`config.mk`:
```
export PLATFORM = sky130hd
export DESIGN_NAME = adsr_envelope
export DESIGN_NICKNAME = d
export VERILOG_FILES = /design/src/rtl/envelope_pkg.sv /design/src/rtl/env_scale.sv /design/src/rtl/adsr_envelope.sv
export SDC_FILE = /design/constraint.sdc
export NUM_CORES = 1
export LEC_CHECK = 0
export ABC_AREA = 1
export ABC_CLOCK_PERIOD_IN_PS = 19750
export CAP_MARGIN = 40
export CORE_ASPECT_RATIO = 1.2
export CORE_MARGIN = 2
export CORE_UTILIZATION = 64
export CTS_BUF_LIST = sky130_fd_sc_hd__clkbuf_16
export DETAILED_ROUTE_END_ITERATION = 8
export HOLD_SLACK_MARGIN = 0.05
export PLACE_DENSITY = 0.88
export SETUP_SLACK_MARGIN = 0.4
export SYNTH_ARGS = -nofsm -noshare
export SYNTH_HDL_FRONTEND = slang
export SYNTH_SLANG_ARGS = --single-unit
```
`constraint.sdc`:
```
create_clock -name clk -period 19.75 [get_ports clk]
set_clock_uncertainty 0.05 [all_clocks]
set_input_delay 5.925 -clock clk [delete_from_list [all_inputs] [get_ports clk]]
set_output_delay 5.925 -clock clk [all_outputs]
set_load 0.01 [all_outputs]
```
`src/rtl/envelope_pkg.sv`:
```
// Shared types and helpers for the ADSR envelope block.
// Build option: ADSR_EXP_RELEASE_EN selects exponential release in adsr_envelope.
package envelope_pkg;

    typedef enum logic [2:0] {
        ENV_IDLE    = 3'd0,
        ENV_ATTACK  = 3'd1,
        ENV_DECAY   = 3'd2,
        ENV_SUSTAIN = 3'd3,
        ENV_RELEASE = 3'd4
    } env_state_t;

    // Default envelope fraction width and the matching full-scale level.
    localparam int ENV_E    = 8;
    localparam int ENV_FULL = 1 << ENV_E;

    // Add with a ceiling; operands are small enough that 32 bits never wrap.
    function automatic int unsigned satAdd(input int unsigned a,
                                           input int unsigned b,
                                           input int unsigned ceiling);
        int unsigned s;
        s = a + b;
        return (s > ceiling) ? ceiling : s;
    endfunction

    // Subtract with a floor: max(a - b, floorVal) without ever going negative.
    function automatic int unsigned satSub(input int unsigned a,
                                           input int unsigned b,
                                           input int unsigned floorVal);
        if (a <= floorVal + b) begin
            return floorVal;
        end
        return a - b;
    endfunction

endpackage

```
`src/rtl/env_scale.sv`:
```
// Combinational sample scaler: out = (sample * level) >> E.
// A level of exactly 2**E passes the sample through unchanged.
module env_scale #(
    parameter int N = 8,
    parameter int E = 8
) (
    input  logic [N-1:0] sample_i,
    input  logic [E:0]   level_i,
    output logic [N-1:0] scaled_o
);

    logic [N+E:0] product;
    logic [N+E:0] shifted;

    // Full-width product, then drop the fraction bits; clamp guards levels above full scale.
    always_comb begin
        product  = {{(E+1){1'b0}}, sample_i} * {{N{1'b0}}, level_i};
        shifted  = product >> E;
        scaled_o = (shifted > {{(E+1){1'b0}}, {N{1'b1}}}) ? {N{1'b1}} : shifted[N-1:0];
    end

endmodule

```
`src/rtl/adsr_envelope.sv`:
```
// Per-note ADSR amplitude envelope applied to the positive and negative
// half-wave sine samples ahead of the PWM DACs.
// Build option: define ADSR_EXP_RELEASE_EN for exponential release
// (level -= (level >> REL_SHIFT) + 1); otherwise release is linear by release_step_i.
module adsr_envelope
    import envelope_pkg::*;
#(
    parameter int N         = 8,
    parameter int E         = ENV_E,
    parameter int REL_SHIFT = 4
) (
    input  logic         clk,
    input  logic         reset,
    input  logic         sample_tick_i,
    input  logic         note_on_i,
    input  logic         note_off_i,
    input  logic [E:0]   attack_step_i,
    input  logic [E:0]   decay_step_i,
    input  logic [E:0]   sustain_level_i,
    input  logic [E:0]   release_step_i,
    input  logic [N-1:0] pos_in_i,
    input  logic [N-1:0] neg_in_i,
    output logic [N-1:0] pos_out_o,
    output logic [N-1:0] neg_out_o,
    output logic [E:0]   level_o,
    output logic         busy_o
);

    localparam int         FULL     = (E == ENV_E) ? ENV_FULL : (1 << E);
    localparam logic [E:0] FULL_LVL = FULL[E:0];

    env_state_t   state_q, state_d;
    logic [E:0]   level_q;
    logic [E:0]   levelNext;
    logic [E:0]   susClamped;
    logic [N-1:0] pos_q, neg_q;
    logic [N-1:0] posScaled, negScaled;

    // Both half-waves are scaled by the level held before this tick's update.
    env_scale #(.N(N), .E(E)) uScalePos (
        .sample_i (pos_in_i),
        .level_i  (level_q),
        .scaled_o (posScaled)
    );

    env_scale #(.N(N), .E(E)) uScaleNeg (
        .sample_i (neg_in_i),
        .level_i  (level_q),
        .scaled_o (negScaled)
    );

    // Sustain targets above full scale are treated as full scale.
    always_comb begin
        susClamped = (sustain_level_i > FULL_LVL) ? FULL_LVL : sustain_level_i;
    end

    // Level the envelope would take on a tick, always derived from the current state.
    always_comb begin
        levelNext = level_q;
        unique case (state_q)
            ENV_IDLE: begin
                levelNext = level_q;
            end
            ENV_ATTACK: begin
                if (attack_step_i == '0) begin
                    levelNext = FULL_LVL;
                end else begin
                    levelNext = (E+1)'(satAdd(32'(level_q), 32'(attack_step_i), 32'(FULL)));
                end
            end
            ENV_DECAY: begin
                if (decay_step_i == '0) begin
                    levelNext = susClamped;
                end else begin
                    levelNext = (E+1)'(satSub(32'(level_q), 32'(decay_step_i), 32'(susClamped)));
                end
            end
            ENV_SUSTAIN: begin
                levelNext = susClamped;
            end
            ENV_RELEASE: begin
`ifdef ADSR_EXP_RELEASE_EN
                levelNext = (E+1)'(satSub(32'(level_q), 32'(level_q >> REL_SHIFT) + 32'd1, 32'd0));
`else
                if (release_step_i == '0) begin
                    levelNext = '0;
                end else begin
                    levelNext = (E+1)'(satSub(32'(level_q), 32'(release_step_i), 32'd0));
                end
`endif
            end
            default: begin
                levelNext = '0;
            end
        endcase
    end

    // Next state: note_on beats note_off, notes beat tick-driven phase transitions.
    always_comb begin
        state_d = state_q;
        if (note_on_i) begin
            state_d = ENV_ATTACK;
        end else if (note_off_i && (state_q == ENV_ATTACK || state_q == ENV_DECAY ||
                                    state_q == ENV_SUSTAIN)) begin
            state_d = ENV_RELEASE;
        end else if (sample_tick_i) begin
            unique case (state_q)
                ENV_ATTACK:  if (levelNext == FULL_LVL)   state_d = ENV_DECAY;
                ENV_DECAY:   if (levelNext == susClamped) state_d = ENV_SUSTAIN;
                ENV_RELEASE: if (levelNext == '0)         state_d = ENV_IDLE;
                ENV_IDLE, ENV_SUSTAIN: state_d = state_q;
                default:     state_d = ENV_IDLE;
            endcase
        end
    end

    // State moves every clock; level and the output samples only move on a tick.
    always_ff @(posedge clk) begin
        if (reset) begin
            state_q <= ENV_IDLE;
            level_q <= '0;
            pos_q   <= '0;
            neg_q   <= '0;
        end else begin
            state_q <= state_d;
            if (sample_tick_i) begin
                level_q <= levelNext;
                pos_q   <= posScaled;
                neg_q   <= negScaled;
            end
        end
    end

`ifdef ADSR_EXP_RELEASE_EN
    logic unusedRelease;
    assign unusedRelease = ^release_step_i;
`endif

    assign pos_out_o = pos_q;
    assign neg_out_o = neg_q;
    assign level_o   = level_q;
    assign busy_o    = (state_q != ENV_IDLE);

endmodule

```
==> flow_summary.ini, run 1 <==
[yosys]
ys_seq_area_share_pct = 6.78
synth_edf_count = 0
synthAdderAreaFrac_pct = 37.8
synth-xor-area-share_pct = 2.86
synth_top_family_by_area = adder cells
async_reset_ff_share_pct = 0
yosys.area_share.simple_pct = 28.4
yosysUniqueCellTypes = 43
avgSynthCellArea_sq_um = 6.52
netlist_instances = 1268
muxShareOfSynthArea_pct = 0
synth_seq_cells = 28
synth-compound-area-share_pct = 8.61
syn_area_sq_mm = 0.00827
ys_top_cells_by_area = fa_1 21%, ha_1 17%, nand2_1 16%
syn-num-nets = 1523
synth.top_cell.area_share_pct = 20.8
synthFlopType = dfxtp_1
yosys.area.top_type = fa_1
synth_warnings = 0

[min_path]
hp-class = reg -> reg
hp-start = neg_out_o[3]$_SDFFE_PP0P_
worst_hold_path.endpoint = neg_out_o[3]$_SDFFE_PP0P_
min_path_cells = 2

[drt]
wl_met3_um = 1450
drtIter0Drc = 481
wl_met1_um = 8850
post_drt_wl_per_cell_um = 15.3
vias_per_cell = 5.50
ant_nets = 0
num_vias = 8184
route.detailed.drc = 0
top_layer_used = met4
drt_pre_antenna_iters = 5
drt_wl_total_um = 22800
dr_wl_met2_um = 11200

[floorplanning]
die_y_um = 129
coreArea_sq_mm = 0.0126
die_w_um = 108
dieArea_sq_mm = 0.0139
io_pins = 83
start_util_pct = 65.6
row_count = 45

[worst_setup_path]
cp_cell_sequence = clkdlybuf4s50_1, nand2_1, fa_1, inv_1, fa_1, fa_1, fa_1, ha_1, a21oi_1, o21ai_0, a21oi_1, inv_1, o21ai_1, nand2_1, nand2_1, nand2_1, a21o_1, a21o_1, or2_2, and2_1, a31oi_1
r2r_slack_ns = 14.41
crit_type = in -> reg
crit_start = pos_in_i[7]
r2r_start = level_o[4]$_SDFFE_PP0P_
cpPeakStageDelay_ns = 0.67
worst_path_dominant_cell_family = adder cells
crit_required_ns = 19.88
crit_cells = 21
cp-end-kind = flip-flop
cp.arrival_ns = 11.03
reg2reg_to = pos_out_o[0]$_SDFFE_PP0P_
critPathMaxFanout = 9
critPathLaunchType = input port
r2r_cells = 21
crit_slowest_cell = clkdlybuf4s50_1
cp.buffers_inverters = 3

[clock_network]
hold_buffers = 0
cts_tree = built
cts_sinks = 28
cts_made_buffers = 3
cts_root_buf = clkbuf_16
clockBufferDepth = 2
clk_latency_ns = 0.27
cts_setup_buffers = 0
cts_resized = 0
clk_pin_slew_ns = 0.07
htreeDepth = 1

[placed_design]
gp_congestion = 1.03
portBuffers = 82
hpwl_um = 18400
pre_cts_ws_ns = 8.60

[power]
ir_worst_vdd_mv = 0.0449
p_sw_share_pct = 47.6
power.internal_w = 0.000218
sequentialPowerShare_pct = 16.5
clkPwrFrac_pct = 15.1
combPwrFrac_pct = 68.5
switchingPower_w = 0.000198
cellLeakagePower_nw = 5.66
power_density_mw_per_mm2 = 44.6

[global_route]
grt_pass1_wl_um = 37300
grt_use_total_pct = 34.0
grt_remaining_overflow = 0
antenna_found_initial = 0
grt_pass1_vias = 8072
grt_max_degree = 29

[status]
outcome = finished, final reports clean

[timing]
max_slew.worst_pin.slew_ns = 0.908
finalWorstSetupSlack_ns = 8.85
tns_ns = 0
period_needed_ns = 10.90
slew_headroom_pct = 39.2
setup_viol = 0
period_share_pct = 55.2
hold_ws_ns = 0.463
fmax_ghz = 0.0917
slew_violations = 0
hold_violations = 0
rsz0062_at_grt = no

[final_layout]
final-seq-area_sq_um = 561
syn_to_final_growth_pct = 12.6
nets = 1579
fin_util_pct = 73.9
antenna_cells = 0
fillers = 1046
drive_gt1_share_pct = 3.33
multiInputGateArea_sq_mm = 0.00642

[flow_run]
cap_viol_max_count = 0
==> cell usage after synthesis, types with 2 or more instances <==
cell / count
nand3_4: 2
inv_1: 292
nor3_1: 10
inv_2: 4
o22ai_1: 7
a21oi_1: 53
o21ai_0: 36
a31oi_1: 11
nand3_2: 4
xnor2_1: 14
buf_2: 4
o21bai_1: 7
fa_1: 86
dfxtp_1: 28
clkinv_1: 4
ha_1: 112
a21o_1: 5
clkbuf_1: 35
nand3_1: 57
nand2_1: 345
nor2_1: 75
nor2_4: 3
nand4_1: 22
nand2_2: 7
nand3b_1: 9
xor2_1: 13
or2_2: 6
nor2_2: 2
==> cells in the final DEF (no fill, tap or decap), types with 2 or more instances in the layout <==
cell	Yosys	routed
a21o_1	5	5
a21oi_1	53	53
a31oi_1	11	11
buf_4	0	10
clkbuf_16	0	3
clkdlybuf4s50_1	0	82
clkinv_1	4	4
dfxtp_1	28	28
fa_1	86	86
ha_1	112	112
inv_1	292	292
inv_2	4	4
nand2_1	345	345
nand2_2	7	7
nand3_1	57	57
nand3_2	4	4
nand3_4	2	2
nand3b_1	9	9
nand4_1	22	22
nor2_1	75	75
nor2_2	2	2
nor2_4	3	3
nor3_1	10	10
o21ai_0	36	36
o21bai_1	7	7
o22ai_1	7	7
or2_2	6	6
xnor2_1	14	14
xor2_1	13	13
==> stage by stage <==
step	cells	power, W	instance area, sq um
2_1_floorplan	1268	0.000269	8270
3_3_place_gp	1483	0.000343	9210
3_5_place_dp	1483	0.000351	9210
4_1_cts	1487	0.000416	9320
5_1_grt	1487	0.000457	9320
6_report	1487	0.000416	9320
==> sequential cells by signal, indices dropped and copies added (netlist names) <==
name       cells
level_o        9
state_q        3
pos_out_o      8
neg_out_o      8
==> cells by family (layout without fill, tap and decap cells) <==
group | Yosys count | count (layout)
simple gates | 547 | 547
buf+inv | 341 | 396
flops | 28 | 28
compound gates | 127 | 127
xor+xnor | 27 | 27
fa+ha+maj | 198 | 198
==> power groups by stage <==
stage          logic (W)  registers (W)  clock network, W
3_5_place_dp    0.000282      0.0000694                 0
6_report        0.000285      0.0000685         0.0000626
5_1_grt         0.000324      0.0000687         0.0000649
2_1_floorplan   0.000197      0.0000714                 0
4_1_cts         0.000284      0.0000683         0.0000633
3_3_place_gp    0.000273      0.0000697                 0
==> worst register-to-register path: stages, from the launching register on <==
cell and delay [ns]:
dfxtp_1 0.44, buf_4 0.39, nand2_1 0.15, fa_1 0.53, inv_1 0.06, fa_1 0.51, fa_1 0.52, fa_1 0.44
ha_1 0.34, a21oi_1 0.16, o21ai_0 0.12, a21oi_1 0.13, inv_1 0.05, o21ai_1 0.16, nand2_1 0.09, nand2_1 0.08
nand2_1 0.09, a21o_1 0.19, a21o_1 0.16, or2_2 0.28, and2_1 0.19, a31oi_1 0.14
==> layer usage <==
layer / vias up / track usage (%)
met3: 91 / 3.14
met2: 328 / 60.6
met1: 3768 / 40.5
li1: 3997 / -
met4: 0 / 17.7
met5: - / 0
==> cell type report <==
| type | instances | share of cell area (%) |
|---|---|---|
| clock buffer | 3 | 0.806 |
| clock inverter | 1 | 0.322 |
| inverter | 300 | 12.1 |
| multi-input combinational | 899 | 68.9 |
| sequential | 28 | 6.02 |
| tap | 164 | 2.20 |
| timing repair buffer | 92 | 9.62 |
==> how the worst max path moves through the flow <==
stage | to
after floorplan | pos_out_o[0]$_SDFFE_PP0P_
after global placement | pos_out_o[3]$_SDFFE_PP0P_
after detailed placement | pos_out_o[6]$_SDFFE_PP0P_
after CTS | pos_out_o[0]$_SDFFE_PP0P_
after global routing | pos_out_o[0]$_SDFFE_PP0P_
final | pos_out_o[0]$_SDFFE_PP0P_
No activity file was read; power rests on OpenSTA's default activity.
==> inputs of run 2 (changes only) <==
--- a/config.mk
+++ b/config.mk
@@ -6,15 +6,15 @@
 export NUM_CORES = 1
 export LEC_CHECK = 0
 export ABC_AREA = 1
-export ABC_CLOCK_PERIOD_IN_PS = 19750
+export ABC_CLOCK_PERIOD_IN_PS = 9200
 export CAP_MARGIN = 40
 export CORE_ASPECT_RATIO = 1.2
 export CORE_MARGIN = 2
-export CORE_UTILIZATION = 64
+export CORE_UTILIZATION = 54
 export CTS_BUF_LIST = sky130_fd_sc_hd__clkbuf_16
 export DETAILED_ROUTE_END_ITERATION = 8
 export HOLD_SLACK_MARGIN = 0.05
-export PLACE_DENSITY = 0.88
+export PLACE_DENSITY = 0.79
 export SETUP_SLACK_MARGIN = 0.4
 export SYNTH_ARGS = -nofsm -noshare
 export SYNTH_HDL_FRONTEND = slang
==> constraint.sdc (replaced) <==
create_clock -name clk -period 9.2 [get_ports clk]
set_clock_uncertainty 0.05 [all_clocks]
set_input_delay 2.76 -clock clk [delete_from_list [all_inputs] [get_ports clk]]
set_output_delay 2.76 -clock clk [all_outputs]
set_load 0.01 [all_outputs]
==> run 2 against run 1 <==
Clock power rose by 110%; cell count rose by 2.8%; core utilization fell by 11 points; wire length fell by 2.3%; via count fell by 2.2%; sequential power rose by 120%; largest power group unchanged; non-clock buffer count rose by 1; critical path type unchanged.
==> flow_summary.ini, run 2 (same netlist as run 1, synthesis figures left out) <==
[timing]
period_share_pct = 83.6
rsz0062_at_grt = no
setup_viol = 0
finalWorstSetupSlack_ns = 1.51
max_slew.worst_pin.slew_ns = 0.734
slew_violations = 0
period_needed_ns = 7.69
tns_ns = 0
fmax_ghz = 0.130
hold_violations = 0
slew_headroom_pct = 50.7
hold_ws_ns = 0.471

[worst_setup_path]
crit_slowest_cell = clkdlybuf4s50_1
worst_path_dominant_cell_family = simple AND/OR/NAND/NOR gates
critPathMaxFanout = 11
worst_path_most_repeated_cell = nor2_1
critPathLaunchType = input port
cp.arrival_ns = 7.77
cp.buffers_inverters = 5
crit_type = in -> reg
cpPeakStageDelay_ns = 0.56
cp-end-kind = flip-flop
crit_required_ns = 9.28

[final_layout]
antenna_cells = 0
syn_to_final_growth_pct = 13.4
final_cell_mix = 345 x nand2_1, 292 x inv_1, 112 x ha_1
nets = 1580
largest_reg_flops = 9
layout.cells.most_common = nand2_1
drive_gt1_share_pct = 3.40
fillers = 1468

[floorplanning]
die_y_um = 140
io_pins = 83
dieArea_sq_mm = 0.0163
coreArea_sq_mm = 0.0150
start_util_pct = 55.3
row_count = 49
die_w_um = 117

[placed_design]
portBuffers = 82
gp_congestion = 0.995
pre_cts_ws_ns = 1.25
hpwl_um = 18100

[clock_network]
clk_latency_ns = 0.26
cts_tree = built
cts_sinks = 28
cts_root_buf = clkbuf_16
cts_setup_buffers = 0
clockBufferDepth = 2
cts_resized = 0
cts_made_buffers = 3
htreeDepth = 1
hold_buffers = 0
clk_pin_slew_ns = 0.07

[flow_run]
cap_viol_max_count = 0

[drt]
vias_per_cell = 5.24
ant_nets = 0
drt_wl_total_um = 22200
drt_pre_antenna_iters = 5
route.detailed.drc = 0
drtIter0Drc = 490
post_drt_wl_per_cell_um = 14.5
num_vias = 8001

[global_route]
grt_pass1_vias = 7959
grt_remaining_overflow = 0
antenna_found_initial = 0
grt_use_total_pct = 28.0
grt_max_degree = 29
grt_pass1_wl_um = 36600

[power]
ir_worst_vdd_mv = 0.0975
power_density_mw_per_mm2 = 94.4
totalPowerFinal_w = 0.000886
cellLeakagePower_nw = 5.67

[status]
outcome = finished, final reports clean

[min_path]
hp-class = reg -> reg
## run 2: cell types whose count changed in the layout (fill, tap and decap cells not counted)
cell | previous run | this run
buf_8 | 0 | 1
## run 2: worst register-to-register path: stages, from the launching register on
cell,delay (ns)
dfxtp_1,0.61
buf_4,0.38
nand2_1,0.14
fa_1,0.50
fa_1,0.54
inv_1,0.05
fa_1,0.50
fa_1,0.49
ha_1,0.34
a21oi_1,0.12
o21ai_0,0.12
a21oi_1,0.14
inv_1,0.06
o21ai_1,0.16
nand2_1,0.08
nand2_1,0.08
nand2_1,0.09
a21o_1,0.19
a21o_1,0.17
or2_2,0.28
and2_1,0.20
a31oi_1,0.14
## run 2: final cells by class
class | instances | area [sq um] | area share [%]
tap | 204 | 255 | 2.72
clock inverter | 1 | 30.0 | 0.320
clock buffer | 3 | 75.1 | 0.800
sequential | 28 | 561 | 5.97
timing repair buffer | 93 | 911 | 9.71
inverter | 300 | 1130 | 12.0
multi-input combinational | 899 | 6420 | 68.5
## run 2: where the power goes
part           internal [W]  switching (W)
clock network     0.0000867      0.0000448
logic              0.000246       0.000354
registers          0.000135      0.0000192
## run 2: final timing paths
kind / start / to / slack (ns) / depth (start not counted)
worst max-delay path: sustain_level_i[8] / state_q[0]$_SDFFE_PP0P_ / 1.51 / 33
worst min-delay path: neg_out_o[3]$_SDFFE_PP0P_ / neg_out_o[3]$_SDFFE_PP0P_ / 0.47 / 2
worst max register to register: level_o[1]$_SDFFE_PP0P_ / pos_out_o[1]$_SDFFE_PP0P_ / 3.71 / 21
worst min register to register: neg_out_o[3]$_SDFFE_PP0P_ / neg_out_o[3]$_SDFFE_PP0P_ / 0.47 / 2
## run 2: metrics by stage
step / cell area (sq um) / util (%) / cells
floorplan: 8270 / - / 1268
global placement: 9260 / 61.9 / 1523
detailed placement: 9280 / 62.0 / 1524
CTS: 9380 / 62.7 / 1528
global route: 9380 / 62.7 / 1528
finish: 9380 / 62.7 / 1528
## run 2: per-layer routing
metal | GRT usage (%) | wire length, um | vias up
met2 | 49.8 | 11000 | 246
met4 | 9.35 | 804 | 0
li1 | - | - | 3993
met3 | 3.27 | 1400 | 57
met1 | 34.7 | 8980 | 3705
met5 | 0 | 0 | -
==> inputs of run 3 (changes only) <==
--- a/config.mk
+++ b/config.mk
@@ -6,15 +6,15 @@
 export NUM_CORES = 1
 export LEC_CHECK = 0
 export ABC_AREA = 1
-export ABC_CLOCK_PERIOD_IN_PS = 9200
+export ABC_CLOCK_PERIOD_IN_PS = 8100
 export CAP_MARGIN = 40
 export CORE_ASPECT_RATIO = 1.2
 export CORE_MARGIN = 2
-export CORE_UTILIZATION = 54
+export CORE_UTILIZATION = 60
 export CTS_BUF_LIST = sky130_fd_sc_hd__clkbuf_16
 export DETAILED_ROUTE_END_ITERATION = 8
 export HOLD_SLACK_MARGIN = 0.05
-export PLACE_DENSITY = 0.79
+export PLACE_DENSITY = 0.83
 export SETUP_SLACK_MARGIN = 0.4
 export SYNTH_ARGS = -nofsm -noshare
 export SYNTH_HDL_FRONTEND = slang
==> constraint.sdc (replaced) <==
create_clock -name clk -period 8.1 [get_ports clk]
set_clock_uncertainty 0.05 [all_clocks]
set_input_delay 2.43 -clock clk [delete_from_list [all_inputs] [get_ports clk]]
set_output_delay 2.43 -clock clk [all_outputs]
set_load 0.01 [all_outputs]
==> run 3 against run 2 <==
Sequential power is 14% higher; worst hold slack worse by 0.0065 ns; via count up 0.85%; sequential share of layout area about the same; non-clock buffer count unchanged; combinational power rose by 14%; flip-flop and latch count stayed put; critical endpoint is now pos_out_o[0]$_SDFFE_PP0P_; clock-buffer cell count unchanged; design area decreased by 0.39%; first-iteration DRC count increased by 0.41%; core utilization grew 5.8 points; critical path depth fell by 12.
==> flow_summary.ini, run 3 (same netlist as run 1, synthesis figures left out) <==
[status]
outcome = finished, final reports clean

[global_route]
grt_remaining_overflow = 0
grt_max_degree = 29
grt_pass1_vias = 7986
grt_pass1_wl_um = 36400
antenna_found_initial = 0
grt_use_total_pct = 29.9

[timing]
period_needed_ns = 7.34
rsz0062_at_grt = no
slew_headroom_pct = 51.5
fmax_ghz = 0.136
max_slew.worst_pin.slew_ns = 0.721
setup_viol = 0
period_share_pct = 90.6
hold_violations = 0
slew_violations = 0
tns_ns = 0

[floorplanning]
die_y_um = 133
io_pins = 83
coreArea_sq_mm = 0.0136
start_util_pct = 60.6
dieArea_sq_mm = 0.0147
die_w_um = 111
row_count = 47

[power]
cellLeakagePower_nw = 5.68
ir_worst_vdd_mv = 0.132
sequentialPowerShare_pct = 17.4
power_density_mw_per_mm2 = 108
p_sw_share_pct = 47.1
switchingPower_w = 0.000474
combPwrFrac_pct = 67.8
clkPwrFrac_pct = 14.8
power.internal_w = 0.000531

[final_layout]
layout.cells.most_common = nand2_1
final_cell_mix = 345 x nand2_1, 292 x inv_1, 112 x ha_1
nets = 1580
antenna_cells = 0
drive_gt1_share_pct = 3.40
fillers = 1218
largest_reg_flops = 9
multiInputGateArea_sq_mm = 0.00642
fin_util_pct = 68.5
syn_to_final_growth_pct = 13.0
final-seq-area_sq_um = 561

[clock_network]
cts_tree = built
cts_made_buffers = 3
hold_buffers = 0
clk_latency_ns = 0.27
cts_resized = 0
cts_setup_buffers = 0
clk_pin_slew_ns = 0.07
cts_sinks = 28
cts_root_buf = clkbuf_16
clockBufferDepth = 2
htreeDepth = 1

[drt]
post_drt_wl_per_cell_um = 14.5
wl_met3_um = 1110
dr_wl_met2_um = 11000
vias_per_cell = 5.40
route.detailed.drc = 0
drtIter0Drc = 492
drt_wl_total_um = 21700
drt_pre_antenna_iters = 6
wl_met1_um = 8740
num_vias = 8069
ant_nets = 0
top_layer_used = met4

[min_path]
min_path_cells = 2
hp-class = reg -> reg

[flow_run]
cap_viol_max_count = 0

[placed_design]
gp_congestion = 0.985
portBuffers = 82
hpwl_um = 17900

[worst_setup_path]
cp.arrival_ns = 7.48
crit_required_ns = 8.24
r2r_cells = 20
critPathLaunchType = input port
cp_cell_sequence = clkdlybuf4s50_1, nand2_1, fa_1, inv_1, fa_1, fa_1, fa_1, ha_1, a21oi_1, o21ai_0, a21oi_1, inv_1, o21ai_1, nand2_1, nand2_1, nand2_1, a21o_1, a21o_1, or2_2, and2_1, a31oi_1
cpPeakStageDelay_ns = 0.70
cp-end-kind = flip-flop
crit_type = in -> reg
crit_slowest_cell = clkdlybuf4s50_1
critPathMaxFanout = 9
[run 3: final timing paths]
path / slack, ns / endpoint / start
worst max-delay path: 0.76 / pos_out_o[0]$_SDFFE_PP0P_ / pos_in_i[3]
worst min-delay path: 0.46 / neg_out_o[3]$_SDFFE_PP0P_ / neg_out_o[3]$_SDFFE_PP0P_
worst max register to register: 2.79 / pos_out_o[0]$_SDFFE_PP0P_ / level_o[4]$_SDFFE_PP0P_
worst min register to register: 0.46 / neg_out_o[3]$_SDFFE_PP0P_ / neg_out_o[3]$_SDFFE_PP0P_
[run 3: stage by stage]
stage / cell area (sq um) / power, W / hold slack [ns] / worst slack, ns / cells
3_5_place_dp: 9240 / 0.000854 / 0.451 / 0.430 / 1491
3_3_place_gp: 9220 / 0.000835 / 0.445 / 0.542 / 1490
6_report: 9350 / 0.00101 / 0.465 / 0.761 / 1495
2_1_floorplan: 8270 / 0.000655 / 0.444 / 1.20 / 1268
5_1_grt: 9350 / 0.00111 / 0.507 / 0.409 / 1495
4_1_cts: 9340 / 0.00101 / 0.471 / 0.702 / 1495
[run 3: worst max-delay path, delay by kind of cell]
kind / cells / cell delay [ns]
AO/OA/AOI/OAI: 7 / 1.07
adder cells (fa/ha/maj): 5 / 2.33
buffers and inverters: 3 / 0.81
AND/OR/NAND/NOR: 6 / 0.85
[run 3: area by class of cell]
class / instances / share of cell area (%)
Clock buffer: 3 / 0.803
Clock inverter: 1 / 0.321
Inverter: 300 / 12.0
Multi-Input combinational cell: 899 / 68.7
Sequential cell: 28 / 6.00
Tap cell: 171 / 2.29
Timing Repair Buffer: 93 / 9.80
[run 3: layer usage]
metal	vias up	track usage, %
met2	246	55.1
met4	0	11.4
met1	3766	36.3
met5	-	0
li1	3993	-
met3	64	2.24
[run 3: power groups by stage]
stage	Clock, W	Combinational (W)	Sequential, W
5_1_grt	0.000153	0.000778	0.000177
3_3_place_gp	0	0.000655	0.000180
3_5_place_dp	0	0.000676	0.000178
2_1_floorplan	0	0.000481	0.000174
6_report	0.000149	0.000681	0.000175
4_1_cts	0.000151	0.000682	0.000175
